### config.mk
export PLATFORM = sky130hd
export DESIGN_NAME = traffic_light_nway
export DESIGN_NICKNAME = d
export VERILOG_FILES = /design/src/rtl/traffic_pkg.sv /design/src/rtl/traffic_light_nway_tick.sv /design/src/rtl/traffic_light_nway.sv
export SDC_FILE = /design/constraint.sdc
export NUM_CORES = 1
export LEC_CHECK = 0
export CAP_MARGIN = 5
export CORE_MARGIN = 4
export CORE_UTILIZATION = 40
export CTS_CLUSTER_SIZE = 24
export DETAILED_ROUTE_END_ITERATION = 8
export GPL_ROUTABILITY_DRIVEN = 0
export GPL_TIMING_DRIVEN = 0
export PLACE_DENSITY = 0.66
export SLEW_MARGIN = 5
export SYNTH_ARGS = -nofsm -noshare
export SYNTH_HDL_FRONTEND = slang
export SYNTH_SLANG_ARGS = --single-unit
### constraint.sdc
create_clock -name CLOCK_50 -period 7.3 [get_ports CLOCK_50]
set_input_delay 2.19 -clock CLOCK_50 [delete_from_list [all_inputs] [get_ports CLOCK_50]]
set_output_delay 2.19 -clock CLOCK_50 [all_outputs]
set_load 0.1 [all_outputs]
### src/rtl/traffic_pkg.sv
`timescale 1ns/1ps
// traffic_pkg
// Shared definitions for the N-way traffic light controller:
//   phase_t - right-of-way phase of the active approach
//   LED_*   - per-approach lamp codes, {red,yellow,green}, one-hot
//   seg7()  - BCD digit to active-low seven-segment pattern {g,f,e,d,c,b,a}
package traffic_pkg;

  typedef enum logic [1:0] {
    PH_GREEN  = 2'd0,
    PH_YELLOW = 2'd1,
    PH_ALLRED = 2'd2
  } phase_t;

  localparam logic [2:0] LED_G = 3'b001;
  localparam logic [2:0] LED_Y = 3'b010;
  localparam logic [2:0] LED_R = 3'b100;

  // Elapsed-seconds counter and countdown both saturate at this value.
  localparam logic [6:0] SEC_SAT = 7'd99;

  function automatic logic [6:0] seg7(input logic [3:0] d);
    logic [6:0] s;
    case (d)
      4'd0:    s = 7'b1000000;
      4'd1:    s = 7'b1111001;
      4'd2:    s = 7'b0100100;
      4'd3:    s = 7'b0110000;
      4'd4:    s = 7'b0011001;
      4'd5:    s = 7'b0010010;
      4'd6:    s = 7'b0000010;
      4'd7:    s = 7'b1111000;
      4'd8:    s = 7'b0000000;
      4'd9:    s = 7'b0010000;
      default: s = 7'b1111111;
    endcase
    return s;
  endfunction

endpackage

### src/rtl/traffic_light_nway_tick.sv
`timescale 1ns/1ps
// sec_tick_gen
// Free-running prescaler producing a one-cycle tick every CNT_MAX clocks.
//   CLOCK_50 - system clock
//   RESET    - asynchronous, active-high reset (count returns to 0)
//   tick     - high for exactly one cycle while the count equals CNT_MAX-1
module sec_tick_gen #(
  parameter int unsigned CNT_MAX = 50_000_000
) (
  input  logic CLOCK_50,
  input  logic RESET,
  output logic tick
);

  localparam int unsigned W = (CNT_MAX > 1) ? $clog2(CNT_MAX) : 1;
  localparam logic [W-1:0] LAST = W'(CNT_MAX - 1);

  logic [W-1:0] cnt;

  always_ff @(posedge CLOCK_50 or posedge RESET) begin
    if (RESET) begin
      cnt <= '0;
    end else if (cnt == LAST) begin
      cnt <= '0;
    end else begin
      cnt <= cnt + W'(1);
    end
  end

  assign tick = (cnt == LAST);

endmodule

### src/rtl/traffic_light_nway.sv
`timescale 1ns/1ps
// traffic_light_nway
// Round-robin, sensor-actuated controller for NUM_DIR approaches with
// yellow and all-red clearance and a two-digit seven-segment countdown.
//   CLOCK_50 - system clock
//   RESET    - asynchronous, active-high reset
//   SW       - car sensor per approach (level, synchronous)
//   LED      - per approach i: LED[3i+2:3i] = {red,yellow,green}, one-hot
//   ACTIVE   - index of the approach owning right-of-way
//   HEX0     - countdown ones digit, active-low {g,f,e,d,c,b,a}
//   HEX1     - countdown tens digit, same encoding (0 is shown, not blanked)
module traffic_light_nway
  import traffic_pkg::*;
#(
  parameter int unsigned NUM_DIR   = 4,
  parameter int unsigned CNT_MAX   = 50_000_000,
  parameter int unsigned GREEN_MIN = 30,
  parameter int unsigned GREEN_MAX = 60,
  parameter int unsigned YELLOW_T  = 3,
  parameter int unsigned ALLRED_T  = 2
) (
  input  logic                       CLOCK_50,
  input  logic                       RESET,
  input  logic [NUM_DIR-1:0]         SW,
  output logic [3*NUM_DIR-1:0]       LED,
  output logic [$clog2(NUM_DIR)-1:0] ACTIVE,
  output logic [6:0]                 HEX0,
  output logic [6:0]                 HEX1
);

  localparam int unsigned AW = $clog2(NUM_DIR);

  logic          tick;

  phase_t        phase_q, phase_d;
  logic [AW-1:0] cur_q, cur_d;
  logic [AW-1:0] nxt_q, nxt_d;
  logic [6:0]    sec_q, sec_d;
  logic [NUM_DIR-1:0] req_q, req_d;

  logic [AW-1:0] sel;
  logic          pend;
  logic [7:0]    e;
  logic [6:0]    sec_inc;
  logic          enter_green;

  logic [3*NUM_DIR-1:0] led_d;
  logic [6:0]           cd;
  logic [6:0]           hex0_d, hex1_d;

  sec_tick_gen #(
    .CNT_MAX (CNT_MAX)
  ) u_tick (
    .CLOCK_50 (CLOCK_50),
    .RESET    (RESET),
    .tick     (tick)
  );

  // Round-robin pick: walk from the farthest successor back to the nearest
  // so the nearest pending approach after cur overwrites the others.
  always_comb begin
    int unsigned idx;
    idx  = 0;
    sel  = cur_q;
    pend = 1'b0;
    for (int unsigned k = NUM_DIR - 1; k >= 1; k--) begin
      idx = (32'(cur_q) + k) % NUM_DIR;
      if (req_q[AW'(idx)]) begin
        sel  = AW'(idx);
        pend = 1'b1;
      end
    end
  end

  // Phase sequencing; every change happens on a tick only.
  always_comb begin
    phase_d     = phase_q;
    cur_d       = cur_q;
    nxt_d       = nxt_q;
    sec_d       = sec_q;
    enter_green = 1'b0;
    e           = {1'b0, sec_q} + 8'd1;
    sec_inc     = (e > {1'b0, SEC_SAT}) ? SEC_SAT : e[6:0];

    if (tick) begin
      sec_d = sec_inc;
      case (phase_q)
        PH_GREEN: begin
          if (pend && ((e >= 8'(GREEN_MIN) && !SW[cur_q]) || e >= 8'(GREEN_MAX))) begin
            phase_d = PH_YELLOW;
            nxt_d   = sel;
            sec_d   = '0;
          end
        end
        PH_YELLOW: begin
          if (e == 8'(YELLOW_T)) begin
            phase_d = PH_ALLRED;
            sec_d   = '0;
          end
        end
        PH_ALLRED: begin
          if (e == 8'(ALLRED_T)) begin
            phase_d     = PH_GREEN;
            cur_d       = nxt_q;
            sec_d       = '0;
            enter_green = 1'b1;
          end
        end
        default: begin
          phase_d = PH_GREEN;
          sec_d   = '0;
        end
      endcase
    end
  end

  // Request latches: the green approach ignores its own sensor, and the
  // clear on green entry is applied last so it wins over a same-cycle set.
  always_comb begin
    req_d = req_q;
    for (int unsigned i = 0; i < NUM_DIR; i++) begin
      if (SW[i] && !(AW'(i) == cur_q && phase_q == PH_GREEN)) begin
        req_d[i] = 1'b1;
      end
    end
    if (enter_green) begin
      req_d[cur_d] = 1'b0;
    end
  end

  always_ff @(posedge CLOCK_50 or posedge RESET) begin
    if (RESET) begin
      phase_q <= PH_GREEN;
      cur_q   <= '0;
      nxt_q   <= '0;
      sec_q   <= '0;
      req_q   <= '0;
    end else begin
      phase_q <= phase_d;
      cur_q   <= cur_d;
      nxt_q   <= nxt_d;
      sec_q   <= sec_d;
      req_q   <= req_d;
    end
  end

  // Outputs are decoded from the next state so that they change on the
  // same edge as the phase/seconds registers.
  always_comb begin
    for (int unsigned i = 0; i < NUM_DIR; i++) begin
      led_d[3*i +: 3] = LED_R;
      if (AW'(i) == cur_d) begin
        case (phase_d)
          PH_GREEN:  led_d[3*i +: 3] = LED_G;
          PH_YELLOW: led_d[3*i +: 3] = LED_Y;
          default:   led_d[3*i +: 3] = LED_R;
        endcase
      end
    end
  end

  always_comb begin
    cd = '0;
    case (phase_d)
      PH_GREEN:  cd = (sec_d >= 7'(GREEN_MIN)) ? '0 : 7'(GREEN_MIN) - sec_d;
      PH_YELLOW: cd = (sec_d >= 7'(YELLOW_T))  ? '0 : 7'(YELLOW_T) - sec_d;
      PH_ALLRED: cd = (sec_d >= 7'(ALLRED_T))  ? '0 : 7'(ALLRED_T) - sec_d;
      default:   cd = '0;
    endcase
    if (cd > SEC_SAT) begin
      cd = SEC_SAT;
    end
    hex1_d = seg7(4'(cd / 7'd10));
    hex0_d = seg7(4'(cd % 7'd10));
  end

  always_ff @(posedge CLOCK_50 or posedge RESET) begin
    if (RESET) begin
      LED    <= {{(NUM_DIR-1){LED_R}}, LED_G};
      ACTIVE <= '0;
      HEX1   <= seg7(4'(GREEN_MIN / 10));
      HEX0   <= seg7(4'(GREEN_MIN % 10));
    end else begin
      LED    <= led_d;
      ACTIVE <= cur_d;
      HEX1   <= hex1_d;
      HEX0   <= hex0_d;
    end
  end

endmodule

# == After elaboration in Yosys (flattened, before gate mapping) ==
# Memories as Yosys holds them, arrays and structs flattened. A register that Yosys moved wholly into a read port is not among the register bits.
# Index checks and enable logic that the tools add are counted.
# word_totals
elab_cells,118
rom_bits,224
input_bits,6
memories,2
register_bits,55
output_inout_bits,28
# classes
n_div,2
n_eq_ne,13
n_addsub,8
reduce_logical,22
n_lt_le_gt_ge,13
bitwise,2
mux,49
# memory_table
memory,depth,word_bits,rd,rd_clocked_by_memory_dff,write_ports,line_no,rtl
(no name shown),16,7,1,1,0,traffic_pkg.sv:24,case (d)
(no name shown),16,7,1,1,0,traffic_pkg.sv:24,
# ops
op,n
7-bit two-way mux,9
7-bit one-hot mux with 3 select lines,2
"26-bit by 1-bit adder with 26-bit output, second input constant",1
"26-bit == test, second input constant",1
26-bit two-way mux,1
2-bit two-way mux,10
"8-bit by 2-bit == test with 1-bit output, second input constant",2
"2-bit by 3-bit < comparator with 1-bit output, second input constant",5
1-bit two-way mux,15
"7-bit by 2-bit >= comparator with 1-bit output, second input constant",2
"2-bit by 7-bit subtractor with 7-bit output, first input constant",2
3-bit two-way mux,4
1-bit logical AND,11
"7-bit by 1-bit adder with 8-bit output, second input constant",1
1-bit binary-select mux with 2-bit select,4
"2-bit == test, first input constant",4
"8-bit by 5-bit >= comparator with 1-bit output, second input constant",1
"8-bit by 6-bit >= comparator with 1-bit output, second input constant",1
"8-bit by 7-bit greater-than comparator with 1-bit output, second input constant",1
2-bit logical NOT,4
"7-bit by 4-bit divider with 7-bit output, second input constant",1
"7-bit by 5-bit >= comparator with 1-bit output, second input constant",1
"7-bit greater-than comparator, second input constant",1
"7-bit by 4-bit remainder unit with 7-bit output, second input constant",1
16 further kinds,24

# == Longest topological paths before layout ==
# Gate-level depths: netlist of the first run.
# depth
depth_word,16
depth_mapped,36

# == By module ==
# From an unflattened synthesis of the first run, not the netlist that was laid out.
# hier_totals
cells_unflattened,529
hier_area_um2,4882.2
# modules_own_cells
module,cells_each,seq_area_each_um2,n_inst,area_per_inst_um2
traffic_light_nway,402,1084.8,1,3583.4
sec_tick_gen,127,650.6,1,1298.7

# == Worst setup path before layout of the first run ==
# Ideal clock, no wire load.
# synth_path
path_type,input port to flip-flop
from,in SW[3]
to,reg HEX0[6]
arrival_ns,8.400
setup_time_ns,0.081
slack_ns,-1.181
stages,33
n_path_buf,0
t_required_ns,7.219
cell_sequence,mux4_2 > a21oi_1 > o21a_1 > a22o_1 > o211ai_4 > nor2_1 > nor2b_1 > ha_1 > nand2_1 > a21oi_1 > or4_1 > a21o_1 > nand3_1 > ha_1 > inv_1 > o21a_1 > inv_1 > ha_1 > nor2_1 > and3_1 > o32ai_4 > xnor2_1 > ha_1 > inv_1 > nand3_1 > or3_1 > o211ai_4 > inv_4 > xnor2_1 > ha_1 > or3_1 > a21boi_0 > nor3_1
# synth_between
elab_chain_cells,15
# synth_rtl
item,line_no,rtl
"start, declared",traffic_light_nway.sv:24,"input logic [NUM_DIR-1:0] SW,"
1-bit binary-select mux with 2-bit select *,traffic_light_nway.sv:89,if (pend && ((e >= 8'(GREEN_MIN) && !SW[cur_q]) || e >= 8'(GREEN_MAX))) begin
1-bit two-way mux (implied by the code) *,traffic_light_nway.sv:89,
1-bit logical NOT *,traffic_light_nway.sv:89,
1-bit logical AND *,traffic_light_nway.sv:89,
1-bit logical OR *,traffic_light_nway.sv:89,
1-bit logical AND *,traffic_light_nway.sv:89,
7-bit two-way mux *,traffic_light_nway.sv:89,
7-bit one-hot mux with 3 select lines *,traffic_light_nway.sv:87,case (phase_q)
7-bit two-way mux *,traffic_light_nway.sv:85,if (tick) begin
named net sec_d[3],traffic_light_nway.sv:38,"logic [6:0] sec_q, sec_d;"
"2-bit by 7-bit subtractor with 7-bit output, or another cell as far along",traffic_light_nway.sv:167,PH_ALLRED: cd = (sec_d >= 7'(ALLRED_T)) ? '0 : 7'(ALLRED_T) - sec_d;
7-bit two-way mux (on tied branches),"traffic_light_nway.sv:167, traffic_light_nway.sv:165, traffic_light_nway.sv:166",
7-bit one-hot mux with 3 select lines *,traffic_light_nway.sv:164,case (phase_d)
7-bit greater-than comparator,traffic_light_nway.sv:170,if (cd > SEC_SAT) begin
7-bit two-way mux *,traffic_light_nway.sv:170,
7-bit by 4-bit remainder unit with 7-bit output *,traffic_light_nway.sv:174,hex0_d = seg7(4'(cd % 7'd10));
"end, declared",traffic_light_nway.sv:27,"output logic [6:0] HEX0,"
# The timed path passes the listed nets; every way through them passes the cells marked *. The select of a mux whose other input is x is not followed.
# A chain may end at the register's enable or synchronous reset.

# == Worst setup path after layout of the first run ==
# layout_path
from,in SW[1]
to,reg HEX0[6]
# Same word-level chain as after synthesis.

==> results.json, run 1 <==
{
  "status": "finished with violations",
  "violations": "setup timing",
  "synthCells": 552,
  "crit_path_start_kind": "primary input",
  "ys_seq_elements": 69,
  "n_antenna_cell": 0,
  "syn_nets": 584,
  "r2r_end": "HEX0[6]$_DFF_PP1_",
  "num_rows": 40,
  "root_buffer": "clkbuf_16",
  "synth_warnings": 0,
  "drive_gt1_share_pct": 24.1,
  "routed_wl_um": 12700,
  "io_pins": 34,
  "post-route-min-period_ns": 7.89,
  "synthDistinctLibCells": 97,
  "worstSetupPathType": "in2reg",
  "ir_drop_v": 0.000148,
  "reg2reg_setup_slack_ns": 0.16,
  "firstDrtPassIters": 4,
  "holdPathEnd": "req_q[3]$_DFF_PP0_",
  "die_h_um": 119,
  "cts_made_buffers": 9,
  "antenna_left": 0,
  "r2r_start": "sec_q[0]$_DFF_PP0_",
  "finalSetupViolCount": 14,
  "avgSynthCellArea_um2": 9.01,
  "fin_util_pct": 52.2,
  "p_leak_nw": 2.77,
  "fin_ws_ns": -0.586,
  "cp_common_cell": "ha_4",
  "min_from": "nxt_q[1]$_DFFE_PP0P_",
  "slowest_stage": "or4_1",
  "core_um2": 12100,
  "hp-class": "reg2reg",
  "die_w_um": 119,
  "rsz0062_at_grt": "true",
  "seq_area_frac_synth_pct": 34.9,
  "post_drt_wl_per_cell_um": 15.8,
  "tightest_slew_ns": 0.991,
  "synth_top_cell_by_area": "dfrtp_1",
  "syn2layout_area_growth_pct": 27.1,
  "grt_pass1_wl_um": 22000,
  "h-tree-depth": 3,
  "antenna_found_initial": 0,
  "overflow": 0,
  "clk_latency_ns": 0.33,
  "portBuffers": 33,
  "nNetsFinal": 661,
  "fmax_mhz": 127,
  "worstPathArrival_ns": 8.15,
  "cts_tree": "built",
  "clk_pin_slew_worst_paths_ns": 0.06,
  "grtUsageTotal_pct": 18.5,
  "drt-initial-drc-count": 261,
  "synth_top_area_share_pct": 31.2,
  "clock_path_buffers": 2,
  "die_area_um2": 14300,
  "drc": 0,
  "fin_setup_tns_ns": -5.80,
  "synthArstFlopShare_pct": 100,
  "endpoint_kind": "flip-flop",
  "pwr_density_cell_nw_per_um2": 133,
  "power_mw": 0.840,
  "grt_pass1_vias": 4426,
  "syn_area_um2": 4970,
  "initial_core_util_pct": 41.1,
  "drv_cap": 0,
  "hold_viol_final": 0,
  "synth_edf_count": 0,
  "hold_path_depth": 1,
  "reg2reg_depth": 35,
  "maxSlewHeadroom_pct": 33.8,
  "hold_buffers": 0,
  "cp.required_ns": 7.56,
  "cpPeakStageDelay_ns": 0.51,
  "yosys_most_used_dff": "dfrtp_1",
  "grt_max_degree": 70,
  "vias_per_cell": 5.53,
  "min_period_over_period_pct": 108,
  "crit_fanout": 6,
  "synth_area_leaders": "dfrtp_1 31%, ha_1 6.5%, nand2_1 4.4%, nor2_1 4.1%, dfstp_2 3.7%",
  "finalMaxSlewViolations": 0,
  "clock-sinks": 69,
  "place_ws_ns": -2.22,
  "place_hpwl_um": 8750,
  "num_vias": 4432,
  "fin_skew_ns": 0.00631
}
-- power breakdown --
group | internal, mW | total (mW) | switching, mW | leakage, nW
Sequential | 0.383 | 0.383 | 0.000000000000000137 | 0.884
Combinational | 0.00331 | 0.0121 | 0.00875 | 1.74
Clock | 0.275 | 0.445 | 0.169 | 0.145
Total | 0.661 | 0.840 | 0.178 | 2.77
-- cells in the final DEF (no fill, tap or decap), types with 6 or more instances in the layout --
| cell | n |
|---|---|
| buf_6 | 9 |
| nor2b_1 | 7 |
| nand2_1 | 56 |
| and3_1 | 13 |
| and2_1 | 12 |
| ha_1 | 17 |
| nand3_1 | 21 |
| xor2_1 | 16 |
| xnor2_1 | 12 |
| clkbuf_16 | 9 |
| a21oi_1 | 24 |
| and4_1 | 7 |
| o21ai_0 | 22 |
| nor2_1 | 52 |
| buf_4 | 30 |
| nand4_1 | 12 |
| clkdlybuf4s50_1 | 29 |
| inv_1 | 20 |
| clkbuf_1 | 6 |
| inv_2 | 6 |
| dfrtp_1 | 62 |
| buf_2 | 9 |
| dfstp_2 | 7 |
-- worst max path at each step --
stage,start,end,slack [ns],cells past startpoint
2_1_floorplan,SW[3],HEX0[6]$_DFF_PP1_,-0.41,30
3_3_place_gp,SW[1],HEX0[5]$_DFF_PP0_,-2.13,33
3_5_place_dp,SW[2],HEX0[6]$_DFF_PP1_,-2.22,33
4_1_cts,SW[3],HEX0[6]$_DFF_PP1_,-0.46,35
5_1_grt,SW[1],HEX0[5]$_DFF_PP0_,-0.82,34
6_report,SW[1],HEX0[6]$_DFF_PP1_,-0.59,34
-- synth_stat cells, types with 14 or more instances --
master	n
dfrtp_1	62
nand3_1	24
xor2_1	16
ha_1	26
nand2_1	58
a21oi_1	28
and3_1	14
o21ai_0	23
nor2_1	54
inv_1	25
xnor2_1	14
-- state kept, by name, summed over array words and instances (netlist names) --
| name | count |
|---|---|
| u_tick.cnt | 26 |
| LED | 12 |
| HEX0 | 7 |
| HEX1 | 7 |
| sec_q | 7 |
| req_q | 4 |
| ACTIVE | 2 |
| nxt_q | 2 |
| phase_q | 2 |
-- critical path: cells and delay by family --
family                     cells  cell delay [ns]
AOI/OAI and AO/OA             11             1.88
adders and majority gates      5             0.95
buffers and inverters          5             0.35
xor gates and xnor gates       2             0.29
and+or+nand+nor               10             1.97
muxes                          1             0.50
-- stage by stage --
step | std cells | cell area [um^2] | hold slack [ns]
4_1_cts | 796 | 6250 | 0.467
3_3_place_gp | 753 | 5600 | 0.456
6_report | 802 | 6320 | 0.469
3_5_place_dp | 753 | 5600 | 0.459
2_1_floorplan | 552 | 5060 | 0.440
5_1_grt | 802 | 6320 | 0.485
-- final cells by class --
class	instances	area [um^2]
Tap cell	168	210
Inverter	29	119
Clock inverter	6	67.6
Multi-Input combinational cell	436	3260
Sequential cell	69	1740
Timing Repair Buffer	66	596
Clock buffer	10	239
Fill cell	1109	5790
Buffer	18	92.6
-- cell families after synthesis --
kind of cell | Yosys count | share of synthesized area [%]
AND/OR/NAND/NOR | 243 | 26.4
AO/OA/AOI/OAI | 131 | 21.1
flip-flops | 69 | 34.9
buffers and inverters | 47 | 4.10
XOR/XNOR | 30 | 5.28
adder cells (fa/ha/maj) | 26 | 6.54
multiplexers | 5 | 1.61
other | 1 | 0.0754
-- layer usage --
metal	global-route usage, %	up-vias	wire [um]	share of wire, %
met5	0	-	0	0
met4	6.30	0	242	1.9
met3	3.49	25	572	4.5
met2	31.0	135	6320	50
met1	23.9	2139	5570	44
li1	-	2133	-	-
-- timing repair --
item,4_1_cts,5_1_grt
endpoints found under the setup margin,14,14
buffers inserted,27,6
gates resized for setup,51,5
endpoints found under the hold margin,0,0
pin swaps,25,18
No activity file was read; power rests on OpenSTA's default activity.
==> inputs of run 2 (changes only) <==
==> constraint.sdc (replaced) <==
create_clock -name CLOCK_50 -period 7.2 [get_ports CLOCK_50]
set_input_delay 2.16 -clock CLOCK_50 [delete_from_list [all_inputs] [get_ports CLOCK_50]]
set_output_delay 2.16 -clock CLOCK_50 [all_outputs]
set_load 0.1 [all_outputs]
==> results.json, run 2 (same netlist as run 1, synthesis figures left out) <==
{
  "io_pins": 34,
  "n_antenna_cell": 0,
  "final_common_cell": "dfrtp_1",
  "cpPeakStageDelay_ns": 0.51,
  "busiest_layer": "met2",
  "portBuffers": 33,
  "drc": 0,
  "core_um2": 12100,
  "num-fill-cells": 1109,
  "grtUsageTotal_pct": 18.5,
  "routed_wl_um": 12700,
  "grt_use_met2_pct": 31.0,
  "clk_pin_slew_worst_paths_ns": 0.06,
  "h-tree-depth": 3,
  "slowest_stage": "or4_1",
  "num_vias": 4432,
  "nNetsFinal": 661,
  "fmax_mhz": 127,
  "p_int_mw": 0.671,
  "hold_viol_final": 0,
  "initial_core_util_pct": 41.1,
  "post_drt_wl_per_cell_um": 15.8,
  "place_hpwl_um": 8750,
  "regArea_um2": 1740,
  "pwr_density_cell_nw_per_um2": 135,
  "grt_max_degree": 70,
  "fin_cells": 802,
  "cp.required_ns": 7.46,
  "drt-initial-drc-count": 261,
  "ir_drop_v": 0.000150,
  "met1_usage_pct": 23.9,
  "worstPathArrival_ns": 8.12,
  "endpoint_kind": "flip-flop",
  "fin_skew_ns": 0.00631,
  "antenna_found_initial": 0,
  "finalInstanceArea_um2": 6320,
  "pwr-share-seq_pct": 45.6,
  "fin_ws_ns": -0.656,
  "min_period_over_period_pct": 109,
  "clockPowerShare_pct": 53.0,
  "cp_common_cell": "ha_4",
  "maxSlewHeadroom_pct": 33.8,
  "die_w_um": 119,
  "place_ws_ns": -2.29,
  "root_buffer": "clkbuf_16",
  "syn2layout_area_growth_pct": 27.1,
  "die_h_um": 119,
  "multi_input_area_um2": 3260,
  "cts_made_buffers": 9,
  "grt_pass1_vias": 4426,
  "violations": "setup timing",
  "grt_pass1_wl_um": 22000,
  "vias_per_cell": 5.53,
  "die_area_um2": 14300,
  "num_rows": 40,
  "sw_frac_of_total_pct": 21.2,
  "tightest_slew_ns": 0.991,
  "crit_fanout": 6,
  "worstSetupPathType": "in2reg",
  "antenna_left": 0,
  "p_switching_mw": 0.181,
  "cts_tree": "built",
  "finalSetupViolCount": 14,
  "drive_gt1_share_pct": 24.1,
  "largest_reg_flops": 26,
  "status": "finished with violations",
  "clk_latency_ns": 0.33,
  "post-route-min-period_ns": 7.86,
  "grtUsageMet3_pct": 3.49,
  "rsz0062_at_grt": "true",
  "clock-sinks": 69,
  "fin_setup_tns_ns": -6.78,
  "layout_common_cells": "62 x dfrtp_1, 56 x nand2_1, 52 x nor2_1",
  "reg_top3": "u_tick.cnt: 26 flops, LED: 12 flops",
  "postPlaceCellArea_um2": 5600,
  "firstDrtPassIters": 4,
  "p_leak_nw": 2.77,
  "finalMaxSlewViolations": 0,
  "overflow": 0,
  "drv_cap": 0,
  "p_comb_share_pct": 1.4,
  "crit_path_start_kind": "primary input",
  "regMostFlops": "u_tick.cnt",
  "place_inst": 753,
  "hp-class": "reg2reg",
  "clock_path_buffers": 2
}
-- run 2: critical path: cells and delay by family --
family	cells	cell delay (ns)
xor gates and xnor gates	2	0.29
buffers and inverters	5	0.35
and+or+nand+nor	10	1.97
adders and majority gates	5	0.95
AOI/OAI and AO/OA	11	1.88
muxes	1	0.50
-- run 2: final cells by class --
class	count	share of cell area, %
plain buffers	18	1.47
clock buffers	10	3.78
clock inverters	6	1.07
inverters	29	1.88
multi-input cells	436	51.6
flip-flops and latches	69	27.5
well taps	168	3.33
repair buffers	66	9.43
-- run 2: power by group through the flow --
stage               Clock (mW)  Combinational, mW  Sequential [mW]
global placement             0             0.0122            0.395
finish                   0.451             0.0122            0.388
global route             0.477             0.0144            0.388
CTS                      0.460             0.0129            0.388
detailed placement           0             0.0127            0.395
floorplan                    0            0.00688            0.395
-- run 2: layer usage --
layer | share of wire, % | vias up
met5 | 0 | -
met4 | 1.9 | 0
met3 | 4.5 | 25
met2 | 50 | 135
met1 | 44 | 2139
li1 | - | 2133
-- run 2: metrics by stage --
step           total power [mW]  hold WS, ns  utilization (%)
3_5_place_dp              0.408        0.459             46.2
2_1_floorplan             0.402        0.440                -
6_report                  0.851        0.469             52.2
3_3_place_gp              0.407        0.456             46.2
4_1_cts                   0.861        0.467             51.6
5_1_grt                   0.880        0.485             52.2
-- run 2: path summary, 6_finish.rpt --
kind / startpoint / end / slack [ns] / cells past startpoint
min in group asynchronous: RESET / LED[10]$_DFF_PP0_ / 2.36 / 2
hold / removal: nxt_q[1]$_DFFE_PP0P_ / req_q[3]$_DFF_PP0_ / 0.47 / 1
setup reg to reg: sec_q[0]$_DFF_PP0_ / HEX0[6]$_DFF_PP1_ / 0.06 / 35
setup / recovery: SW[1] / HEX0[6]$_DFF_PP1_ / -0.66 / 34
max in group asynchronous: RESET / sec_q[6]$_DFF_PP0_ / 4.31 / 2
hold reg to reg: nxt_q[1]$_DFFE_PP0P_ / req_q[3]$_DFF_PP0_ / 0.47 / 1
-- run 2: timing repair --
item	in CTS	in global routing
pin swaps	25	18
endpoints found under the setup margin	14	14
gates resized for setup	51	5
setup buffers	27	6
hold buffers	0	0
